File: src/rtl/multicycle_sequencer.sv
// multicycle_sequencer: FETCH/DECODE/EXECUTE/MEM/WB control FSM with PC; SEQ_MEM_TIMEOUT_EN adds memory-ack timeout
module multicycle_sequencer #(
   parameter int PC_WIDTH = 8
`ifdef SEQ_MEM_TIMEOUT_EN
   , parameter int TIMEOUT_CYCLES = 16
`endif
) (
   input  logic                clk,
   input  logic                reset,
   input  logic                start,
   input  logic                stop,
   input  logic [3:0]          op,
   input  logic                alu_zero,
   input  logic [PC_WIDTH-1:0] branch_target,
   input  logic                imem_ack,
   input  logic                dmem_ack,
   output logic                imem_req,
   output logic                ir_load,
   output logic                alu_en,
   output logic                dmem_req,
   output logic                dmem_we,
   output logic                reg_wr_en,
   output logic                link_sel,
   output logic [PC_WIDTH-1:0] pc,
   output logic                busy,
   output logic                retire,
   output logic                error,
   output logic [2:0]          state
);
   typedef enum logic [2:0] {
      IDLE = 3'd0, FETCH = 3'd1, DECODE = 3'd2, EXECUTE = 3'd3, MEM = 3'd4, WB = 3'd5, ERROR = 3'd6
   } state_t;
   state_t st, nxt;
   logic [PC_WIDTH-1:0] pc_next;
   logic tmo;
   wire [PC_WIDTH-1:0] pc_inc = pc + PC_WIDTH'(1);
   wire is_sw = op == 4'b1011;
   wire is_jal = op == 4'b1001;
   assign state     = st;
   assign busy      = st != IDLE;
   assign imem_req  = st == FETCH;
   assign ir_load   = imem_req & imem_ack;
   assign alu_en    = st == EXECUTE;
   assign dmem_req  = st == MEM;
   assign dmem_we   = dmem_req & is_sw;
   assign reg_wr_en = st == WB;
   assign link_sel  = reg_wr_en & is_jal;
`ifdef SEQ_MEM_TIMEOUT_EN
   localparam int CW = $clog2(TIMEOUT_CYCLES + 1);
   logic [CW-1:0] cnt;
   assign tmo   = cnt == CW'(TIMEOUT_CYCLES - 1);
   assign error = st == ERROR;
   // wait counter restarts on every state change, so it measures cycles spent waiting for an ack
   always_ff @(posedge clk or posedge reset)
      if (reset) cnt <= '0;
      else cnt <= (nxt != st) ? '0 : cnt + CW'(1);
`else
   assign tmo   = 1'b0;
   assign error = 1'b0;
`endif
   // next state, retire pulse and next PC; every retiring path then chooses IDLE or FETCH from stop
   always_comb begin
      nxt = st;
      pc_next = pc;
      retire = 1'b0;
      case (st)
         IDLE:    nxt = start ? FETCH : IDLE;
         FETCH:   nxt = imem_ack ? DECODE : tmo ? ERROR : FETCH;
         DECODE:  nxt = EXECUTE;
         EXECUTE:
            case (op)
               4'b1010, 4'b1011: nxt = MEM;
               4'b1000: begin retire = 1'b1; pc_next = branch_target; end
               4'b1100: begin retire = 1'b1; pc_next = alu_zero ? branch_target : pc_inc; end
               4'b1101: begin retire = 1'b1; pc_next = !alu_zero ? branch_target : pc_inc; end
               4'b0110, 4'b0111: begin retire = 1'b1; pc_next = pc_inc; end
               default: nxt = WB;
            endcase
         MEM: begin
            retire = dmem_ack & is_sw;
            pc_next = retire ? pc_inc : pc;
            nxt = (dmem_ack & !is_sw) ? WB : (!dmem_ack & tmo) ? ERROR : MEM;
         end
         WB: begin
            retire = 1'b1;
            pc_next = is_jal ? branch_target : pc_inc;
         end
`ifdef SEQ_MEM_TIMEOUT_EN
         ERROR:   nxt = start ? FETCH : ERROR;
`endif
         default: nxt = IDLE;
      endcase
      if (retire) nxt = stop ? IDLE : FETCH;
   end
   // state and program counter registers
   always_ff @(posedge clk or posedge reset)
      if (reset) begin
         st <= IDLE;
         pc <= '0;
      end else begin
         st <= nxt;
         pc <= pc_next;
      end
endmodule

File: config.mk
export PLATFORM = sky130hd
export DESIGN_NAME = multicycle_sequencer
export DESIGN_NICKNAME = d
export VERILOG_FILES = /design/src/rtl/multicycle_sequencer.sv
export SDC_FILE = /design/constraint.sdc
export NUM_CORES = 1
export LEC_CHECK = 0
export BUFFER_PORTS_ARGS = -buffer_cell sky130_fd_sc_hd__buf_2
export CAP_MARGIN = 20
export CORE_ASPECT_RATIO = 1.2
export CORE_MARGIN = 2
export CORE_UTILIZATION = 30
export DETAILED_ROUTE_END_ITERATION = 8
export GPL_TIMING_DRIVEN = 0
export PLACE_DENSITY = 0.62
export SLEW_MARGIN = 40
export SYNTH_ARGS = -nofsm -noshare
export SYNTH_HDL_FRONTEND = slang
export SYNTH_SLANG_ARGS = --single-unit
export TNS_END_PERCENT = 1
File: constraint.sdc
create_clock -name clk -period 1.7 [get_ports clk]
set_input_delay 0.425 -clock clk [delete_from_list [all_inputs] [get_ports clk]]
set_output_delay 0.425 -clock clk [all_outputs]
set_load 0.005 [all_outputs]
==> metrics.md, run 1 <==
| Metric | Value |
|---|---|
| FF-to-FF Start | `state[2]` |
| Achievable clock frequency | `569 MHz` |
| Highest-utilization routing layer at the global route stage | `met2` |
| Clock Latency Late Sink | `0.26 ns` |
| Boundary pin count | `40` |
| Most common cell after layout, fill and taps aside | `sky130_fd_sc_hd__buf_2` |
| Unique masters post-synth | `46` |
| Final std cell area, no fill | `1350 µm²` |
| First-pass GRT wire length | `4290 µm` |
| Final standard cell utilization of the core | `0.437` |
| CTS tree | `done` |
| Final Max Slew Viols | `0` |
| Time the worst path needs with I/O delays and setup | `1.76 ns` |
| Wirelength, routed | `2580 µm` |
| Skew final | `0.00326 ns` |
| Chip width | `56.1 µm` |
| Placeable core region | `3080 µm²` |
| Number of sinks on the clock net | `11` |
| Worst setup path startpoint | `state[1]` |
| Number of buffers created by CTS | `3` |
| Ratio of final minimum period to clock period | `1.03` |
| Effective utilization at floorplan | `0.317` |
| Final Setup Violations | `5` |
| Master cell of the clock root buffer | `sky130_fd_sc_hd__clkbuf_4` |
| Largest voltage drop on the vdd net | `0.000846 V` |
| Required time reported for the critical path endpoint | `1.27 ns` |
| Remaining antenna violation count | `0` |
| Total standard cell area after synthesis | `978 µm²` |
| # port buffers | `38` |
| Number of remaining DRC errors | `0` |
| Prevailing post-synth register cell | `sky130_fd_sc_hd__dfrtp_1` |
| Number of DRC violations after detailed-routing iteration 0 | `27` |
| Kind of critical path | `reg -> out` |
| Arrival time of the worst setup path | `1.33 ns` |
| Part of the Yosys area used for sequential elements | `0.281` |
| Gpl congestion | `0.792` |
| #FFs+latches synth | `11` |
| Maximum fanout encountered on the critical timing path | `8` |
| Number of flops mapped to enable cells by yosys | `0` |
| Synthesis-to-finish area growth | `37.7%` |
| Clk slew on worst S/H paths | `0.07 ns` |
| Cell total after placement | `187` |
| Antenna violations before repair | `0` |
| Most frequent cells in the layout | `37 x sky130_fd_sc_hd__buf_2, 11 x sky130_fd_sc_hd__inv_1, 10 x sky130_fd_sc_hd__buf_4, 10 x sky130_fd_sc_hd__dfrtp_1` |
| Worst Setup Start Kind | `flop` |
| Hold Slack | `0.149 ns` |
| Final hold violation count | `0` |
| Ordered list of cells on the worst path | `buf_6 -> nand2b_2 -> nor3_2 -> buf_2` |
| Largest stage delay on the critical path | `0.39 ns` |
| Global route overflow | `0` |
| Maximum number of pins on one net before global-route repair | `12` |
| Power Total | `2.01 mW` |
| Die Span Y | `66.6 µm` |
| RSZ-0062 raised after global routing | `true` |
| Final routed wire length divided by cell count | `13.0 µm` |
| Detailed-placement wirelength estimate | `1890 µm` |
| Result of the run | `complete, but fails checks` |
| Fin worst setup slack | `-0.0573 ns` |
| First-pass DRT Iterations | `4` |
| H-tree levels | `1` |
| Number of max-cap violations | `0` |
| Worst R2R Path Depth | `7` |
| FILL cells | `331` |
| Vias in the first global route | `981` |
| Net count of the mapped netlist | `133` |
| Leakage | `0.673 nW` |
| Cell Area, Placed | `1210 µm²` |
| Fraction of met2 tracks used by global routing | `0.262` |
| Failing checks | `negative setup slack` |
| Met1 global-route usage | `0.182` |
| Maximum clock path buffer count | `2` |
| Count of antenna diodes in the layout | `0` |
| Cts hold-fix bufs | `0` |
| CP Capture Type | `output pin` |
| Fraction of final layout cells with drive strength greater than 1 | `0.457` |
| Die Area | `3740 µm²` |
| Synthesized instance count | `113` |
| Std cell rows | `22` |
| Power density over the cells | `1490 nW/µm²` |
| Final net count | `183` |
| Global-route usage over all layers | `0.145` |
| Count of placed standard cells in the final layout, fillers left out | `198` |
| Synthesis Warnings | `0` |
| Fraction of synthesis flops using an asynchronous set or reset pin | `1.00` |
| Slowest stage cell on the critical path | `sky130_fd_sc_hd__dfrtp_1` |
| Average cell area after synthesis | `8.66 µm²` |
| Detail-routed via count per cell | `4.91` |
| Met3 layer usage reported by global route | `0.0117` |
| Via count | `973` |
| Type of the worst min-delay path | `in -> async` |
[routing by layer]
layer | vias to the layer above | wire (µm)
met1 | 447 | 1180
met4 | 0 | 19
met3 | 2 | 108
li1 | 496 | -
met5 | - | 0
met2 | 28 | 1270
[cells in the mapped netlist, types with 3 or more instances]
cell type	instances	area, µm²
sky130_fd_sc_hd__dfrtp_1	11	275
sky130_fd_sc_hd__inv_1	11	41.3
sky130_fd_sc_hd__nor2_1	7	26.3
sky130_fd_sc_hd__nand2_1	6	22.5
sky130_fd_sc_hd__o21ai_0	6	30.0
sky130_fd_sc_hd__a21oi_1	4	20.0
sky130_fd_sc_hd__a22oi_1	4	30.0
sky130_fd_sc_hd__mux2i_1	4	40.0
sky130_fd_sc_hd__nand2b_1	4	25.0
sky130_fd_sc_hd__and2_1	3	18.8
sky130_fd_sc_hd__buf_4	3	22.5
sky130_fd_sc_hd__buf_6	3	33.8
sky130_fd_sc_hd__nand3_1	3	15.0
sky130_fd_sc_hd__nand4_1	3	18.8
[layout make-up]
cell class	count	area, µm²	share of cell area
inverters	11	41.3	0.0306
plain buffers	5	52.6	0.0390
well taps	36	45.0	0.0334
repair buffers	47	264	0.196
clock buffers	4	26.3	0.0195
multi-input cells	84	642	0.476
flip-flops and latches	11	277	0.205
[power breakdown]
group	internal, mW	switching (mW)	leakage (nW)
logic	0.682	0.609	0.532
clock network	0.0905	0.0823	0.0150
registers	0.395	0.155	0.126
[final timing paths]
| kind | to | slack, ns |
|---|---|---|
| hold / removal | pc[7] | 0.15 |
| setup reg to reg | pc[5] | -0.02 |
| min in group clk | state[0] | 0.34 |
| hold reg to reg | state[1] | 0.55 |
| max in group asynchronous | state[2] | 1.23 |
| setup / recovery | dmem_we | -0.06 |
[per-stage QoR]
step,setup slack (ns),TNS (ns)
after CTS,-0.0735,-0.196
after global placement,-0.304,-0.465
after global routing,-0.129,-0.961
after detailed placement,-0.329,-0.858
final,-0.0573,-0.187
after floorplan,0.0221,0
[cells by family (layout without fill, tap and decap cells)]
group,count (synthesis),after routing,share of synthesized area
DFF,11,11,0.281
other,1,1,0.00383
xor gates and xnor gates,1,1,0.00895
buffers and inverters,18,67,0.105
muxes,7,7,0.0754
adders and majority gates,1,1,0.0128
and+or+nand+nor,45,45,0.288
AOI/OAI and AO/OA,29,29,0.225
[flip-flops by register name (all words and copies together), names as in the netlist]
signal	flops
pc	8
state	3
[critical path: cells and delay by family (launching register included)]
| family | cells | cell delay [ns] |
|---|---|---|
| buffers and inverters | 2 | 0.28 |
| DFF | 1 | 0.39 |
| and+or+nand+nor | 2 | 0.42 |
[what timing repair did]
| item | in CTS | in global routing |
|---|---|---|
| resized for setup | 10 | 4 |
| buffers inserted | 9 | 0 |
| endpoints found under the setup margin | 7 | 14 |
| pin swaps | 4 | 2 |
Power figures use the tool's default switching activity.
==> run 2: changes to the inputs <==
--- a/config.mk
+++ b/config.mk
@@ -13,6 +13,7 @@
 export DETAILED_ROUTE_END_ITERATION = 8
 export GPL_TIMING_DRIVEN = 0
 export PLACE_DENSITY = 0.62
+export REMOVE_ABC_BUFFERS = 1
 export SLEW_MARGIN = 40
 export SYNTH_ARGS = -nofsm -noshare
 export SYNTH_HDL_FRONTEND = slang
==> metrics.md, run 2 (synthesis results as in run 1) <==
| Metric | Value |
|---|---|
| Maximum fanout encountered on the critical timing path | `6 (was 8)` |
| Kind of critical path | `reg -> out (unchanged)` |
| Detailed-placement wirelength estimate | `1760 µm (was 1890 µm)` |
| Global route overflow | `0 (unchanged)` |
| Cell total after placement | `180 (was 187)` |
| Worst slack at placement | `-0.819 ns (was -0.329 ns)` |
| Hold Slack | `0.150 ns (was 0.149 ns)` |
| Synthesis-to-finish area growth | `38.0% (was 37.7%)` |
| Master cell of the clock root buffer | `sky130_fd_sc_hd__clkbuf_4 (unchanged)` |
| Type of the worst min-delay path | `in -> async (unchanged)` |
| Ordered list of cells on the worst path | `nor2b_4 -> nand4_1 -> o211ai_4 -> buf_2 (was buf_6 -> nand2b_2 -> nor3_2 -> buf_2)` |
| Number of remaining DRC errors | `0 (unchanged)` |
| Worst Setup Start Kind | `flop (unchanged)` |
| Critical path buffers and inverters | `1 (was 2)` |
| H-tree levels | `1 (unchanged)` |
| Final Setup Violations | `7 (was 5)` |
| Cell class contributing the biggest share of worst-path delay | `flip-flops (was simple AND/OR/NAND/NOR gates)` |
| Number of sinks on the clock net | `11 (unchanged)` |
| Most frequent cells in the layout | `38 x sky130_fd_sc_hd__buf_2, 13 x sky130_fd_sc_hd__buf_4, 11 x sky130_fd_sc_hd__inv_1 (was 37 x sky130_fd_sc_hd__buf_2, 11 x sky130_fd_sc_hd__inv_1, 10 x sky130_fd_sc_hd__buf_4, 10 x sky130_fd_sc_hd__dfrtp_1)` |
| Clock Latency Late Sink | `0.27 ns (was 0.26 ns)` |
| Measured slew at the worst slew-check pin | `0.514 ns` |
| Detail-routed via count per cell | `5.05 (was 4.91)` |
| Count of antenna diodes in the layout | `0 (unchanged)` |
| Flip-flop count of the largest register, all copies and words added | `8 (unchanged)` |
| Achievable clock frequency | `560 MHz (was 569 MHz)` |
| Vias in the first global route | `961 (was 981)` |
| Largest stage delay on the critical path | `0.46 ns (was 0.39 ns)` |
| Final Max Slew Viols | `0 (unchanged)` |
| Number of buffers created by CTS | `3 (unchanged)` |
| Wirelength, routed | `2680 µm (was 2580 µm)` |
| First-pass GRT wire length | `4260 µm (was 4290 µm)` |
| CP Capture Type | `output pin (unchanged)` |
| Antenna violations before repair | `0 (unchanged)` |
| Global-route usage over all layers | `0.143 (was 0.145)` |
| Power density over the cells | `1510 nW/µm² (was 1490 nW/µm²)` |
| Remaining antenna violation count | `0 (unchanged)` |
| Cell Area, Placed | `1150 µm² (was 1210 µm²)` |
| FILL cells | `324 (was 331)` |
| Maximum number of pins on one net before global-route repair | `13 (was 12)` |
| Count of placed standard cells in the final layout, fillers left out | `200 (was 198)` |
| Via count | `1010 (was 973)` |
| Failing checks | `negative setup slack (unchanged)` |
| First-pass DRT Iterations | `4 (unchanged)` |
| Die Span Y | `66.6 µm (unchanged)` |
| Number of max-cap violations | `0 (unchanged)` |
| Arrival time of the worst setup path | `1.36 ns (was 1.33 ns)` |
| Final std cell area, no fill | `1350 µm² (about the same)` |
| Largest voltage drop on the vdd net | `0.000569 V (was 0.000846 V)` |
| Fin worst setup slack | `-0.0856 ns (was -0.0573 ns)` |
| Tightest slew margin relative to the limit | `0.656` |
| Placeable core region | `3080 µm² (unchanged)` |
| Most common cell after layout, fill and taps aside | `sky130_fd_sc_hd__buf_2 (unchanged)` |
| Effective utilization at floorplan | `0.317 (unchanged)` |
| Std cell rows | `22 (unchanged)` |
| Cts hold-fix bufs | `0 (unchanged)` |
| Boundary pin count | `40 (unchanged)` |
| Time the worst path needs with I/O delays and setup | `1.79 ns (was 1.76 ns)` |
| Largest reg by FF count | `pc (unchanged)` |
| RSZ-0062 raised after global routing | `true (unchanged)` |
| Required time reported for the critical path endpoint | `1.27 ns (about the same)` |
| Maximum clock path buffer count | `2 (unchanged)` |
| Clk slew on worst S/H paths | `0.07 ns (about the same)` |
| Skew final | `0.00232 ns (was 0.00326 ns)` |
| Final routed wire length divided by cell count | `13.4 µm (was 13.0 µm)` |
| Final standard cell utilization of the core | `0.438 (was 0.437)` |
| Fraction of final layout cells with drive strength greater than 1 | `0.451 (was 0.457)` |
| Leakage | `0.676 nW (was 0.673 nW)` |
| Final net count | `185 (was 183)` |
| # port buffers | `38 (unchanged)` |
| Ratio of final minimum period to clock period | `1.05 (was 1.03)` |
| Gpl congestion | `0.800 (was 0.792)` |
| Chip width | `56.1 µm (unchanged)` |
| Slowest stage cell on the critical path | `sky130_fd_sc_hd__dfrtp_2 (was sky130_fd_sc_hd__dfrtp_1)` |
| Die Area | `3740 µm² (unchanged)` |
| Number of DRC violations after detailed-routing iteration 0 | `25 (was 27)` |
| CTS tree | `done (unchanged)` |
| Result of the run | `complete, but fails checks (unchanged)` |
| Final hold violation count | `0 (unchanged)` |
[run 2: changes by cell type in the layout (fill, tap and decap cells not counted), moves of 2 or more]
cell,before,now
sky130_fd_sc_hd__a311oi_1,0,2
sky130_fd_sc_hd__a311oi_2,2,0
sky130_fd_sc_hd__buf_4,10,13
sky130_fd_sc_hd__buf_6,5,0
sky130_fd_sc_hd__dfrtp_1,10,8
sky130_fd_sc_hd__dfrtp_2,1,3
[run 2: layer usage]
layer | share of wire | GRT usage | wire (µm)
met4 | 0.0064 | 0.0595 | 17
met1 | 0.40 | 0.152 | 1060
met5 | 0 | 0 | 0
met2 | 0.57 | 0.278 | 1520
met3 | 0.029 | 0.0214 | 77
[run 2: area by class of cell]
type / instances / area (µm²) / share of cell area
Timing Repair Buffer: 53 / 312 / 0.231
Sequential cell: 11 / 279 / 0.207
Inverter: 11 / 41.3 / 0.0306
Tap cell: 36 / 45.0 / 0.0334
Multi-Input combinational cell: 85 / 647 / 0.479
Clock buffer: 4 / 26.3 / 0.0195
[run 2: per-stage QoR]
step	total power, mW	TNS [ns]
after floorplan	1.18	-1.76
after detailed placement	1.55	-6.26
after CTS	1.94	-0.201
final	2.03	-0.164
after global routing	2.23	-1.07
after global placement	1.51	-5.57
[run 2: final timing paths]
| kind | to | startpoint | slack [ns] | cells after the start |
|---|---|---|---|---|
| worst max-delay path | retire | state[1] | -0.09 | 4 |
| worst min-delay path | state[1] | reset | 0.15 | 2 |
| worst max register to register | pc[4] | state[1] | -0.04 | 5 |
| worst min register to register | pc[6] | pc[6] | 0.57 | 2 |
| max in group asynchronous | state[2] | reset | 1.22 | 2 |
| min in group clk | state[0] | stop | 0.33 | 2 |
[run 2: power breakdown]
| group | internal, mW | switching (mW) |
|---|---|---|
| Combinational | 0.676 | 0.595 |
| Sequential | 0.400 | 0.179 |
| Clock | 0.0907 | 0.0921 |
[run 2: repair_timing]
action | in CTS | in global routing
setup endpoints to repair | 17 | 18
gates resized for setup | 7 | 3
buffers inserted | 9 | 6
pin swaps | 2 | 3
gates cloned | 1 | 0
hold endpoints to repair | 0 | 0
==> run 3: changes to the inputs <==
--- a/config.mk
+++ b/config.mk
@@ -7,12 +7,14 @@
 export LEC_CHECK = 0
 export BUFFER_PORTS_ARGS = -buffer_cell sky130_fd_sc_hd__buf_2
 export CAP_MARGIN = 20
+export CELL_PAD_IN_SITES_DETAIL_PLACEMENT = 1
+export CELL_PAD_IN_SITES_GLOBAL_PLACEMENT = 1
 export CORE_ASPECT_RATIO = 1.2
 export CORE_MARGIN = 2
 export CORE_UTILIZATION = 30
 export DETAILED_ROUTE_END_ITERATION = 8
 export GPL_TIMING_DRIVEN = 0
-export PLACE_DENSITY = 0.62
+export PLACE_DENSITY = 0.8
 export REMOVE_ABC_BUFFERS = 1
 export SLEW_MARGIN = 40
 export SYNTH_ARGS = -nofsm -noshare
==> metrics.md, run 3 (synthesis results as in run 1) <==
| Metric | Value |
|---|---|
| Achievable clock frequency | `554 MHz (was 560 MHz)` |
| Remaining antenna violation count | `0 (unchanged)` |
| Master cell of the clock root buffer | `sky130_fd_sc_hd__clkbuf_4 (unchanged)` |
| Required time reported for the critical path endpoint | `1.27 ns (about the same)` |
| Leakage | `0.682 nW (was 0.676 nW)` |
| Worst Setup Start Kind | `flop (unchanged)` |
| CTS tree | `done (unchanged)` |
| RSZ-0062 raised after global routing | `true (unchanged)` |
| Boundary pin count | `40 (unchanged)` |
| Number of DRC violations after detailed-routing iteration 0 | `9 (was 25)` |
| Kind of critical path | `reg -> out (unchanged)` |
| Final Setup Violations | `10 (was 7)` |
| Maximum clock path buffer count | `2 (unchanged)` |
| Count of placed standard cells in the final layout, fillers left out | `202 (was 200)` |
| Std cell rows | `22 (unchanged)` |
| Clock Latency Late Sink | `0.27 ns (about the same)` |
| Most common cell after layout, fill and taps aside | `sky130_fd_sc_hd__buf_2 (unchanged)` |
| Final hold violation count | `0 (unchanged)` |
| Chip width | `56.1 µm (unchanged)` |
| Global route overflow | `0 (unchanged)` |
| Most frequent cells in the layout | `38 x sky130_fd_sc_hd__buf_2, 17 x sky130_fd_sc_hd__buf_4, 11 x sky130_fd_sc_hd__inv_1 (was 38 x sky130_fd_sc_hd__buf_2, 13 x sky130_fd_sc_hd__buf_4, 11 x sky130_fd_sc_hd__inv_1)` |
| Die Area | `3740 µm² (unchanged)` |
| First-pass GRT wire length | `5060 µm (was 4260 µm)` |
| Area of the multi-input gates | `637 µm² (was 647 µm²)` |
| Fraction of power consumed by sequential logic | `0.283 (was 0.285)` |
| Final routed wire length divided by cell count | `15.5 µm (was 13.4 µm)` |
| Final standard cell utilization of the core | `0.437 (was 0.438)` |
| Maximum number of pins on one net before global-route repair | `13 (unchanged)` |
| Number of max-cap violations | `0 (unchanged)` |
| Arrival time of the worst setup path | `1.38 ns (was 1.36 ns)` |
| Power density over the cells | `1540 nW/µm² (was 1510 nW/µm²)` |
| Vias in the first global route | `1103 (was 961)` |
| Die Span Y | `66.6 µm (unchanged)` |
| Synthesis-to-finish area growth | `37.6% (was 38.0%)` |
| Combinational power share | `0.628 (was 0.625)` |
| Worst slack at placement | `-0.809 ns (was -0.819 ns)` |
| Fin worst setup slack | `-0.104 ns (was -0.0856 ns)` |
| Via count | `1051 (was 1010)` |
| Time the worst path needs with I/O delays and setup | `1.80 ns (was 1.79 ns)` |
| Antenna violations before repair | `0 (unchanged)` |
| Skew final | `0.00584 ns (was 0.00232 ns)` |
| Ratio of final minimum period to clock period | `1.06 (was 1.05)` |
| # port buffers | `38 (unchanged)` |
| Measured slew at the worst slew-check pin | `0.508 ns (was 0.514 ns)` |
| Detail-routed via count per cell | `5.20 (was 5.05)` |
| Count of antenna diodes in the layout | `0 (unchanged)` |
| Maximum fanout encountered on the critical timing path | `8 (was 6)` |
| Effective utilization at floorplan | `0.317 (unchanged)` |
| Largest voltage drop on the vdd net | `0.000665 V (was 0.000569 V)` |
| Gpl congestion | `0.792 (was 0.800)` |
| Result of the run | `complete, but fails checks (unchanged)` |
| Fraction of final layout cells with drive strength greater than 1 | `0.452 (was 0.451)` |
| Global-route usage over all layers | `0.176 (was 0.143)` |
| Power Total | `2.08 mW (was 2.03 mW)` |
| Register cell area after layout | `279 µm² (unchanged)` |
| Internal Power | `1.17 mW (about the same)` |
| Tightest slew margin relative to the limit | `0.660 (was 0.656)` |
| Number of sinks on the clock net | `11 (unchanged)` |
| Placeable core region | `3080 µm² (unchanged)` |
| Type of the worst min-delay path | `in -> async (unchanged)` |
| Clk slew on worst S/H paths | `0.08 ns (was 0.07 ns)` |
| Clock power share | `0.090 (about the same)` |
| Flip-flop count of the largest register, all copies and words added | `8 (unchanged)` |
| Number of buffers created by CTS | `3 (unchanged)` |
| Cell total after placement | `180 (unchanged)` |
| Failing checks | `negative setup slack (unchanged)` |
| Number of remaining DRC errors | `0 (unchanged)` |
| Final Max Slew Viols | `0 (unchanged)` |
| H-tree levels | `1 (unchanged)` |
| Final net count | `187 (was 185)` |
| Wirelength, routed | `3130 µm (was 2680 µm)` |
| First-pass DRT Iterations | `4 (unchanged)` |
| Detailed-placement wirelength estimate | `2100 µm (was 1760 µm)` |
| Largest reg by FF count | `pc (unchanged)` |
| CP Capture Type | `output pin (unchanged)` |
| Net switching power of the design | `0.908 mW (was 0.866 mW)` |
| Proportion of total power due to net switching | `0.437 (was 0.426)` |
| FILL cells | `386 (was 324)` |
==> run 3: path summary, 6_finish.rpt <==
kind / cells after the start / endpoint / slack [ns] / from
worst max register to register: 6 / pc[3] / -0.04 / state[2]
min in group clk: 2 / state[0] / 0.30 / stop
max in group asynchronous: 2 / state[1] / 1.23 / reset
worst min-delay path: 2 / pc[5] / 0.14 / reset
worst max-delay path: 3 / busy / -0.10 / state[1]
worst min register to register: 2 / pc[5] / 0.59 / pc[5]
==> run 3: power by group through the flow <==
| stage | logic, mW | clock network (mW) | registers (mW) |
|---|---|---|---|
| final | 1.30 | 0.186 | 0.587 |
| after global routing | 1.42 | 0.202 | 0.621 |
| after CTS | 1.22 | 0.188 | 0.597 |
| after detailed placement | 0.972 | 0 | 0.611 |
| after global placement | 0.923 | 0 | 0.594 |
| after floorplan | 0.609 | 0 | 0.573 |
==> run 3: area by class of cell <==
cell class                 instances  area share
multi-input combinational         85       0.473
inverter                          11      0.0307
clock buffer                       4      0.0195
tap                               36      0.0335
timing repair buffer              55       0.236
sequential                        11       0.207
==> run 3: per-layer routing <==
layer	wire length, µm	up-vias	part of all wire	global-route usage
li1	-	509	-	-
met4	75	0	0.024	0.0893
met1	1240	510	0.40	0.188
met2	1720	26	0.55	0.337
met5	0	-	0	0
met3	90	6	0.029	0.0233
==> run 3: timing repair <==
item                                    4_1_cts  5_1_grt
endpoints found under the setup margin       17       18
pin swaps                                     2        2
gates cloned                                  1        0
endpoints found under the hold margin         0        0
setup buffers                                13        4
hold buffers                                  0        0
resized for setup                             8        0
==> run 3: critical path: stages, from the launching register on <==
cell and delay [ns]:
sky130_fd_sc_hd__dfrtp_2 0.48, sky130_fd_sc_hd__buf_4 0.16, sky130_fd_sc_hd__or3_1 0.34, sky130_fd_sc_hd__buf_2 0.13
==> run 3: metrics by stage <==
stage	TNS, ns	instance area [µm²]	hold slack [ns]
floorplan	-1.76	917	0.277
global placement	-5.57	1150	0.443
detailed placement	-6.36	1150	0.450
CTS	-0.302	1320	0.156
global route	-1.68	1350	0.156
finish	-0.453	1350	0.141
